==> config.mk <==
export PLATFORM = sky130hd
export DESIGN_NAME = parallel_pipe
export DESIGN_NICKNAME = d
export VERILOG_FILES = /design/src/rtl/parallel_pipe.sv
export SDC_FILE = /design/constraint.sdc
export NUM_CORES = 1
export LEC_CHECK = 0
export CORE_MARGIN = 3
export CORE_UTILIZATION = 62
export CTS_BUF_LIST = sky130_fd_sc_hd__clkbuf_8
export DETAILED_ROUTE_END_ITERATION = 12
export GPL_TIMING_DRIVEN = 0
export HOLD_SLACK_MARGIN = 0.02
export PLACE_DENSITY_LB_ADDON = 0.25
export SLEW_MARGIN = 20
export SYNTH_ARGS = -nofsm -noshare
export SYNTH_HDL_FRONTEND = slang
export SYNTH_SLANG_ARGS = --single-unit
==> constraint.sdc <==
create_clock -name clk -period 5.5 [get_ports clk]
set_input_delay 1.1 -clock clk [delete_from_list [all_inputs] [get_ports clk]]
set_output_delay 1.1 -clock clk [all_outputs]
set_load 0.03 [all_outputs]
==> src/rtl/parallel_pipe.sv <==
// Two-stage, multi-lane unsigned ALU pipeline with add/sub/mul/max, optional
// saturation, per-lane overflow flags and a delivered-result counter.
module parallel_pipe #(
  parameter int LANES = 4,
  parameter int WIDTH = 8,
  parameter int SAT   = 0,
  parameter int CNT_W = 16
) (
  input  logic                     clk,
  input  logic                     rst,
  input  logic                     in_valid,
  output logic                     in_ready,
  input  logic [1:0]               op,
  input  logic [LANES*WIDTH-1:0]   x,
  input  logic [LANES*WIDTH-1:0]   y,
  output logic                     out_valid,
  input  logic                     out_ready,
  output logic [LANES*WIDTH-1:0]   r,
  output logic [LANES-1:0]         ovf,
  output logic [CNT_W-1:0]         cnt
);

  localparam int DW = LANES * WIDTH;

  // Handshake: a beat moves across an interface on a rising edge where valid
  // and ready are both 1; valid never waits on ready, and a stage refills in
  // the same cycle it drains.
  logic               r_s1_valid;
  logic [1:0]         r_s1_op;
  logic [DW-1:0]      r_s1_x;
  logic [DW-1:0]      r_s1_y;
  logic               r_s2_valid;
  logic [DW-1:0]      r_s2_r;
  logic [LANES-1:0]   r_s2_ovf;
  logic [CNT_W-1:0]   r_cnt;

  logic               w_s2_adv;
  logic               w_s1_adv;
  logic [DW-1:0]      w_res;
  logic [LANES-1:0]   w_ovf;

  assign w_s2_adv  = r_s2_valid & out_ready;
  assign w_s1_adv  = r_s1_valid & (~r_s2_valid | w_s2_adv);
  assign in_ready  = ~r_s1_valid | w_s1_adv;
  assign out_valid = r_s2_valid;
  assign r         = r_s2_r;
  assign ovf       = r_s2_ovf;
  assign cnt       = r_cnt;

  for (genvar k = 0; k < LANES; k++) begin : g_lane
    logic [WIDTH-1:0]   w_a;
    logic [WIDTH-1:0]   w_b;
    logic [WIDTH:0]     w_sum;
    logic [WIDTH:0]     w_dif;
    logic [2*WIDTH-1:0] w_prod;
    logic [WIDTH-1:0]   w_r;
    logic               w_o;

    assign w_a    = r_s1_x[k*WIDTH +: WIDTH];
    assign w_b    = r_s1_y[k*WIDTH +: WIDTH];
    assign w_sum  = {1'b0, w_a} + {1'b0, w_b};
    // Top bit of the widened difference is the borrow (x < y).
    assign w_dif  = {1'b0, w_a} - {1'b0, w_b};
    assign w_prod = {{WIDTH{1'b0}}, w_a} * {{WIDTH{1'b0}}, w_b};

    always_comb begin
      w_r = '0;
      w_o = 1'b0;
      case (r_s1_op)
        2'b00: begin
          w_r = w_sum[WIDTH-1:0];
          w_o = w_sum[WIDTH];
          if (SAT != 0 && w_o) w_r = '1;
        end
        2'b01: begin
          w_r = w_dif[WIDTH-1:0];
          w_o = w_dif[WIDTH];
          if (SAT != 0 && w_o) w_r = '0;
        end
        2'b10: begin
          w_r = w_prod[WIDTH-1:0];
          w_o = |w_prod[2*WIDTH-1:WIDTH];
          if (SAT != 0 && w_o) w_r = '1;
        end
        default: begin
          w_r = (w_a > w_b) ? w_a : w_b;
          w_o = 1'b0;
        end
      endcase
    end

    assign w_res[k*WIDTH +: WIDTH] = w_r;
    assign w_ovf[k]                = w_o;
  end

  always_ff @(posedge clk or posedge rst) begin
    if (rst) begin
      r_s1_valid <= 1'b0;
      r_s1_op    <= '0;
      r_s1_x     <= '0;
      r_s1_y     <= '0;
      r_s2_valid <= 1'b0;
      r_s2_r     <= '0;
      r_s2_ovf   <= '0;
      r_cnt      <= '0;
    end else begin
      // When in_ready is high S1 is empty or draining, so it takes in_valid as-is.
      if (in_ready) begin
        r_s1_valid <= in_valid;
        if (in_valid) begin
          r_s1_op <= op;
          r_s1_x  <= x;
          r_s1_y  <= y;
        end
      end
      if (w_s1_adv) begin
        r_s2_valid <= 1'b1;
        r_s2_r     <= w_res;
        r_s2_ovf   <= w_ovf;
      end else if (w_s2_adv) begin
        r_s2_valid <= 1'b0;
      end
      if (w_s2_adv) r_cnt <= r_cnt + CNT_W'(1);
    end
  end

endmodule

==> out/metrics.yaml, run 1 <==
status: "finished clean"
place_ws_ps: 185.8
tns_ps: 0
antennaDiodeCount: 0
yosys.area_share.adder_pct: 34.85
synth_top_family_by_area: "adder cells"
grt.overflow.total: 0
synth_top_area_cell: "fa_1"
holdWs_ps: 472.6
hpwl_um: 33860
initial_core_util_pct: 63.73
cp_cell_sequence: "clkbuf_1 -> nand2_1 -> fa_1 -> fa_1 -> fa_1 -> fa_1 -> inv_1 -> ha_1 -> and3_1 -> a22oi_1 -> nor2b_1 -> o21ai_1 -> or4_4 -> nor4b_2 -> a21oi_1"
post-route-min-period_ps: 5226
final_antenna_net_count: 0
antenna_found_initial: 0
cts.sinks: 120
synth.avg_cell_area_um2: 8.895
yosys-top-cells-area: "fa_1 (19%), dfrtp_1 (18%), ha_1 (16%), inv_1 (6.9%), mux2_2 (4.6%)"
yosys-mux-area-fraction_pct: 6.929
cts_buffers: 17
layout.nets: 2398
drtPass1Iterations: 6
ctsHoldBuffers: 0
worst_slew_pin_slew_ps: 944.4
syn_to_final_growth_pct: 13.15
critPathMaxFanout: 9
cts_max_level: 4
post-place-cells: 2279
power_mw: 10.99
die_h_um: 167.8
fin_util_pct: 72.11
synth_top_area_share_pct: 18.75
required_ps: 5840
synth_warnings: 0
slowest_delay_ps: 540
postLayoutCellArea_mm2: 0.01837
drive_gt1_share_pct: 6.111
ys_seq_area_share_pct: 18.50
layout_setup_ws_ps: 274.4
cts_tree: "built"
die_x_um: 167.8
vias_per_cell: 6.012
grt_pass1_wl_um: 72050
ir_drop_mv: 0.7860
io-pin-count: 124
slew_violations: 0
die_area_mm2: 0.02816
min_period_over_period_pct: 95.01
fmax_mhz: 191.4
finalNonFillerCells: 2310
synth_xor_area_share_pct: 3.291
synth_edf_count: 0
worstPathArrival_ps: 5570
first_iter_violations: 997
placed_cell_area_mm2: 0.01791
grt_pass1_vias: 14260
fp.coreArea_mm2: 0.02547
ys.flop_type: "dfrtp_1"
syn_nets: 2256
crit_top_cell: "fa_1"
place_congestion: 0.9580
cp-start-kind: "register"
netlist_area_mm2: 0.01623
leakage_nw: 8.998
track_usage_pct: 31.55
drc: 0
cap_violations: 0
end_kind: "register"
num_vias: 13890
slew_headroom_pct: 37.04
setup_violations: 0
critical_path.slowest_cell: "fa_1"
clk_pin_slew_ps: 90
postRouteWirelength_um: 43670
powerDensity_mw_per_mm2: 598.1
holdCritPathClass: "register to register"
synth_compound_area_share_pct: 13.54
yosys.area_share.simple_pct: 14.39
clkLatencyLatePin_ps: 470
ys_ff_latch: 120
skew_ps: 21.20
ys_async_sr_fraction_pct: 100.0
wl_per_cell_um: 18.91
ys_types: 65
rows: 58
rsz0062_at_grt: "false"
clock-root-buffer: "clkbuf_8"
synthCells: 1825
hold_violations: 0
portBuffers: 123
grt_start_max_net_pins: 87
worstSetupPathType: "register to register"
clock_path_buffers: 2
nFillCells: 1964
[layout by cell type, fill, tap and decap left out, types with 16 or more instances in the layout]
master and n:
a21o_1 19, nor2_1 103, o21ai_0 59, clkbuf_1 58
o221ai_1 24, a211oi_1 20, clkdlybuf4s50_1 123, clkbuf_8 21
mux2i_1 37, mux2_2 67, fa_1 152, nor3_1 33
dfrtp_1 120, nand2_1 160, xor2_1 26, ha_1 209
and2_1 106, inv_1 299, a21oi_1 92, xnor2_1 35
nand3_1 16
[area by class of cell]
type | instances | area, µm² | share of cell area [%]
Clock buffer | 21 | 289.0 | 1.574
Multi-Input combinational cell | 1338 | 11850 | 64.52
Timing Repair Buffer | 124 | 1259 | 6.853
Clock inverter | 11 | 167.7 | 0.9128
Sequential cell | 120 | 3003 | 16.35
Tap cell | 330 | 412.9 | 2.248
Buffer | 64 | 244.0 | 1.328
Inverter | 302 | 1141 | 6.213
[power by group]
part           internal (mW)  switching [mW]  total (mW)
Sequential              1.10           0.305        1.40
Combinational           3.62            5.01        8.63
Clock                  0.542           0.408       0.951
Total                   5.26            5.73        11.0
[routing by layer]
layer / global-route usage, % / share of wire (%)
met1: 41.51 / 42
met2: 51.80 / 48
met3: 6.105 / 7.2
met4: 12.49 / 3.7
met5: 0 / 0
[synth_stat cells (4+ instances only)]
library cell,number
and2_1,106
mux2_2,67
nor2_1,103
a31oi_1,5
nand2b_1,15
a2111oi_0,5
ha_1,209
xor2_1,26
o21ai_0,59
dfrtp_1,120
o211ai_1,6
o22ai_1,8
nand4_1,13
nor2b_1,13
xnor2_1,35
o21a_1,11
nor3_1,33
nand3_1,16
a221oi_1,5
a211o_1,7
a21o_1,19
o21bai_1,8
a211oi_1,20
nor4_1,5
fa_1,152
o221ai_1,24
a21oi_1,92
mux2i_1,37
inv_1,300
clkbuf_1,61
o31ai_1,12
o21ai_1,5
o31a_1,4
nand2_1,160
a22oi_1,15
[worst max-delay path: cells and delay by family (launching register included)]
family                     cells  cell delay, ps
AOI/OAI and AO/OA              3             540
buffers and inverters          2             420
adders and majority gates      5            2380
DFF                            1             410
and+or+nand+nor                5            1370
[logic make-up (layout without fill, tap and decap cells)]
| logic type | Yosys count | after routing |
|---|---|---|
| buffers and inverters | 367 | 522 |
| adder cells (fa/ha/maj) | 361 | 361 |
| multiplexers | 104 | 104 |
| AND/OR/NAND/NOR | 483 | 483 |
| AO/OA/AOI/OAI | 329 | 329 |
| XOR/XNOR | 61 | 61 |
| flip-flops | 120 | 120 |
[sequential cells by signal, indices dropped and copies added (netlist names)]
register,cells
r,32
r_s1_x,32
r_s1_y,32
cnt,16
ovf,4
r_s1_op,2
out_valid,1
r_s1_valid,1
[repair_timing]
action | in CTS | in global routing
resized for setup | 0 | 4
endpoints found under the setup margin | 0 | 2
setup buffers | 0 | 0
[path summary, 6_finish.rpt]
check | start | end | slack (ps) | depth (start not counted)
hold / removal | cnt[15] | cnt[15] | 470 | 1
min in group asynchronous | rst | r_s1_x[22] | 1020 | 2
setup reg to reg | r_s1_x[26] | ovf[3] | 270 | 15
max in group asynchronous | rst | r_s1_x[31] | 3720 | 3
setup / recovery | r_s1_x[26] | ovf[3] | 270 | 15
hold reg to reg | cnt[15] | cnt[15] | 470 | 1
Note: power is estimated with default switching activity, not from simulation.
==> run 2: changes to the inputs <==
SLEW_MARGIN = unset   (was 20)
==> run 2 against run 1 <==
  * Clock skew decreased by 3.4 ps
  * Clock power shrank 14%
  * Sequential power is essentially flat
  * Combinational power hardly changed
  * Critical endpoint unchanged
  * Largest power group unchanged
==> out/metrics.yaml, run 2 (synthesis gave the netlist of run 1 again) <==
powerDensity_mw_per_mm2: 593.7
hp-start: "cnt[15]"
min_to: "cnt[15]"
ir_drop_mv: 0.7717
cts_max_level: 4
status: "finished clean"
place_congestion: 0.9580
holdCritPathClass: "register to register"
rsz0062_at_grt: "false"
drc: 0
first_iter_violations: 927
fmax_mhz: 192.8
slew_headroom_pct: 38.11
power_mw: 10.85
drive_gt1_share_pct: 6.120
final_antenna_net_count: 0
ctsHoldBuffers: 0
die_h_um: 167.8
grt_start_max_net_pins: 87
postRouteWirelength_um: 43760
track_usage_pct: 31.38
layout_common_cells: "inv_1 (299), ha_1 (209), nand2_1 (160), fa_1 (152), clkdlybuf4s50_1 (123)"
crit_top_cell: "fa_1"
cts_tree: "built"
nFillCells: 1954
io-pin-count: 124
post-route-min-period_ps: 5188
end_kind: "register"
holdPathStages: 1
multi_input_area_mm2: 0.01185
clock_path_buffers: 2
die_area_mm2: 0.02816
leakage_nw: 8.959
clkLatencyLatePin_ps: 460
grt_pass1_wl_um: 71660
grt_pass1_vias: 14110
hold_violations: 0
finalNonFillerCells: 2307
cap_violations: 0
syn_to_final_growth_pct: 12.61
post-place-cells: 2279
hpwl_um: 33850
required_ps: 5850
clock-root-buffer: "clkbuf_8"
slew_violations: 0
r2r-end: "ovf[3]"
clk_pin_slew_ps: 90
fp.coreArea_mm2: 0.02547
r2r_cells: 15
seq_area_mm2: 0.003003
reg2reg_setup_slack_ps: 310
worst_slew_pin_slew_ps: 928.3
cts_resized: 0
layout.nets: 2396
cp_cell_sequence: "clkbuf_2 -> nand2_1 -> fa_1 -> fa_1 -> fa_1 -> fa_1 -> inv_1 -> ha_1 -> and3_1 -> a22oi_1 -> nor2b_1 -> o21ai_1 -> or4_4 -> nor4b_2 -> a21oi_1"
cts_setup_buffers: 0
setup_violations: 0
portBuffers: 123
drtPass1Iterations: 6
cp-start-kind: "register"
wl_per_cell_um: 18.97
num_vias: 13870
placed_cell_area_mm2: 0.01791
vias_per_cell: 6.011
critical_path.slowest_cell: "fa_1"
slowest_delay_ps: 540
postLayoutCellArea_mm2: 0.01828
initial_core_util_pct: 63.73
place_ws_ps: 159.9
worstSetupPathType: "register to register"
critPathMaxFanout: 9
worstPathArrival_ps: 5540
antennaDiodeCount: 0
antenna_found_initial: 0
layout_setup_ws_ps: 312.4
min_period_over_period_pct: 94.32
cts.sinks: 120
grt.overflow.total: 0
reg2reg_from: "r_s1_x[25]"
rows: 58
fin_util_pct: 71.77
mostFrequentLayoutCell: "inv_1"
cts_buffers: 17
die_x_um: 167.8
skew_ps: 17.83
-- run 2: per-layer routing --
| metal | GRT usage, % | wire length, µm | up-vias |
|---|---|---|---|
| met5 | 0 | 0 | - |
| li1 | - | - | 6354 |
| met3 | 5.166 | 3198 | 86 |
| met2 | 52.41 | 21200 | 585 |
| met1 | 41.99 | 18060 | 6843 |
| met4 | 10.32 | 1290 | 0 |
-- run 2: worst max-delay path by stage --
stage	cells after the start	slack, ps	from	endpoint
6_report	15	310	r_s1_x[25]	ovf[3]
5_1_grt	15	20	r_s1_x[25]	ovf[3]
4_1_cts	15	160	r_s1_x[25]	ovf[3]
3_5_place_dp	15	160	r_s1_x[25]	ovf[3]
3_3_place_gp	2	-770	rst	ovf[3]
2_1_floorplan	15	710	r_s1_x[25]	ovf[3]
-- run 2: where the power goes --
group / switching (mW) / leakage, nW / internal, mW
Combinational: 5.01 / 7.33 / 3.62
Clock: 0.412 / 0.190 / 0.408
Sequential: 0.309 / 1.44 / 1.10
Total: 5.73 / 8.96 / 5.13
-- run 2: final cells by class --
| cell class | count | share of cell area (%) |
|---|---|---|
| Multi-Input combinational cell | 1338 | 64.83 |
| Sequential cell | 120 | 16.43 |
| Timing Repair Buffer | 124 | 6.886 |
| Inverter | 302 | 6.229 |
| Tap cell | 330 | 2.259 |
| Clock buffer | 18 | 1.355 |
| Buffer | 62 | 1.300 |
| Clock inverter | 13 | 0.7118 |
-- run 2: critical path: cells and delay by family (launching register included) --
family / cells / cell delay (ps)
and+or+nand+nor: 5 / 1360
DFF: 1 / 480
AOI/OAI and AO/OA: 3 / 540
adders and majority gates: 5 / 2400
buffers and inverters: 2 / 310
-- run 2: stage by stage --
step           TNS, ps  hold slack, ps
2_1_floorplan        0           471.1
4_1_cts              0           477.6
5_1_grt              0           486.2
6_report             0           480.5
3_5_place_dp         0           455.5
3_3_place_gp    -91030           461.5
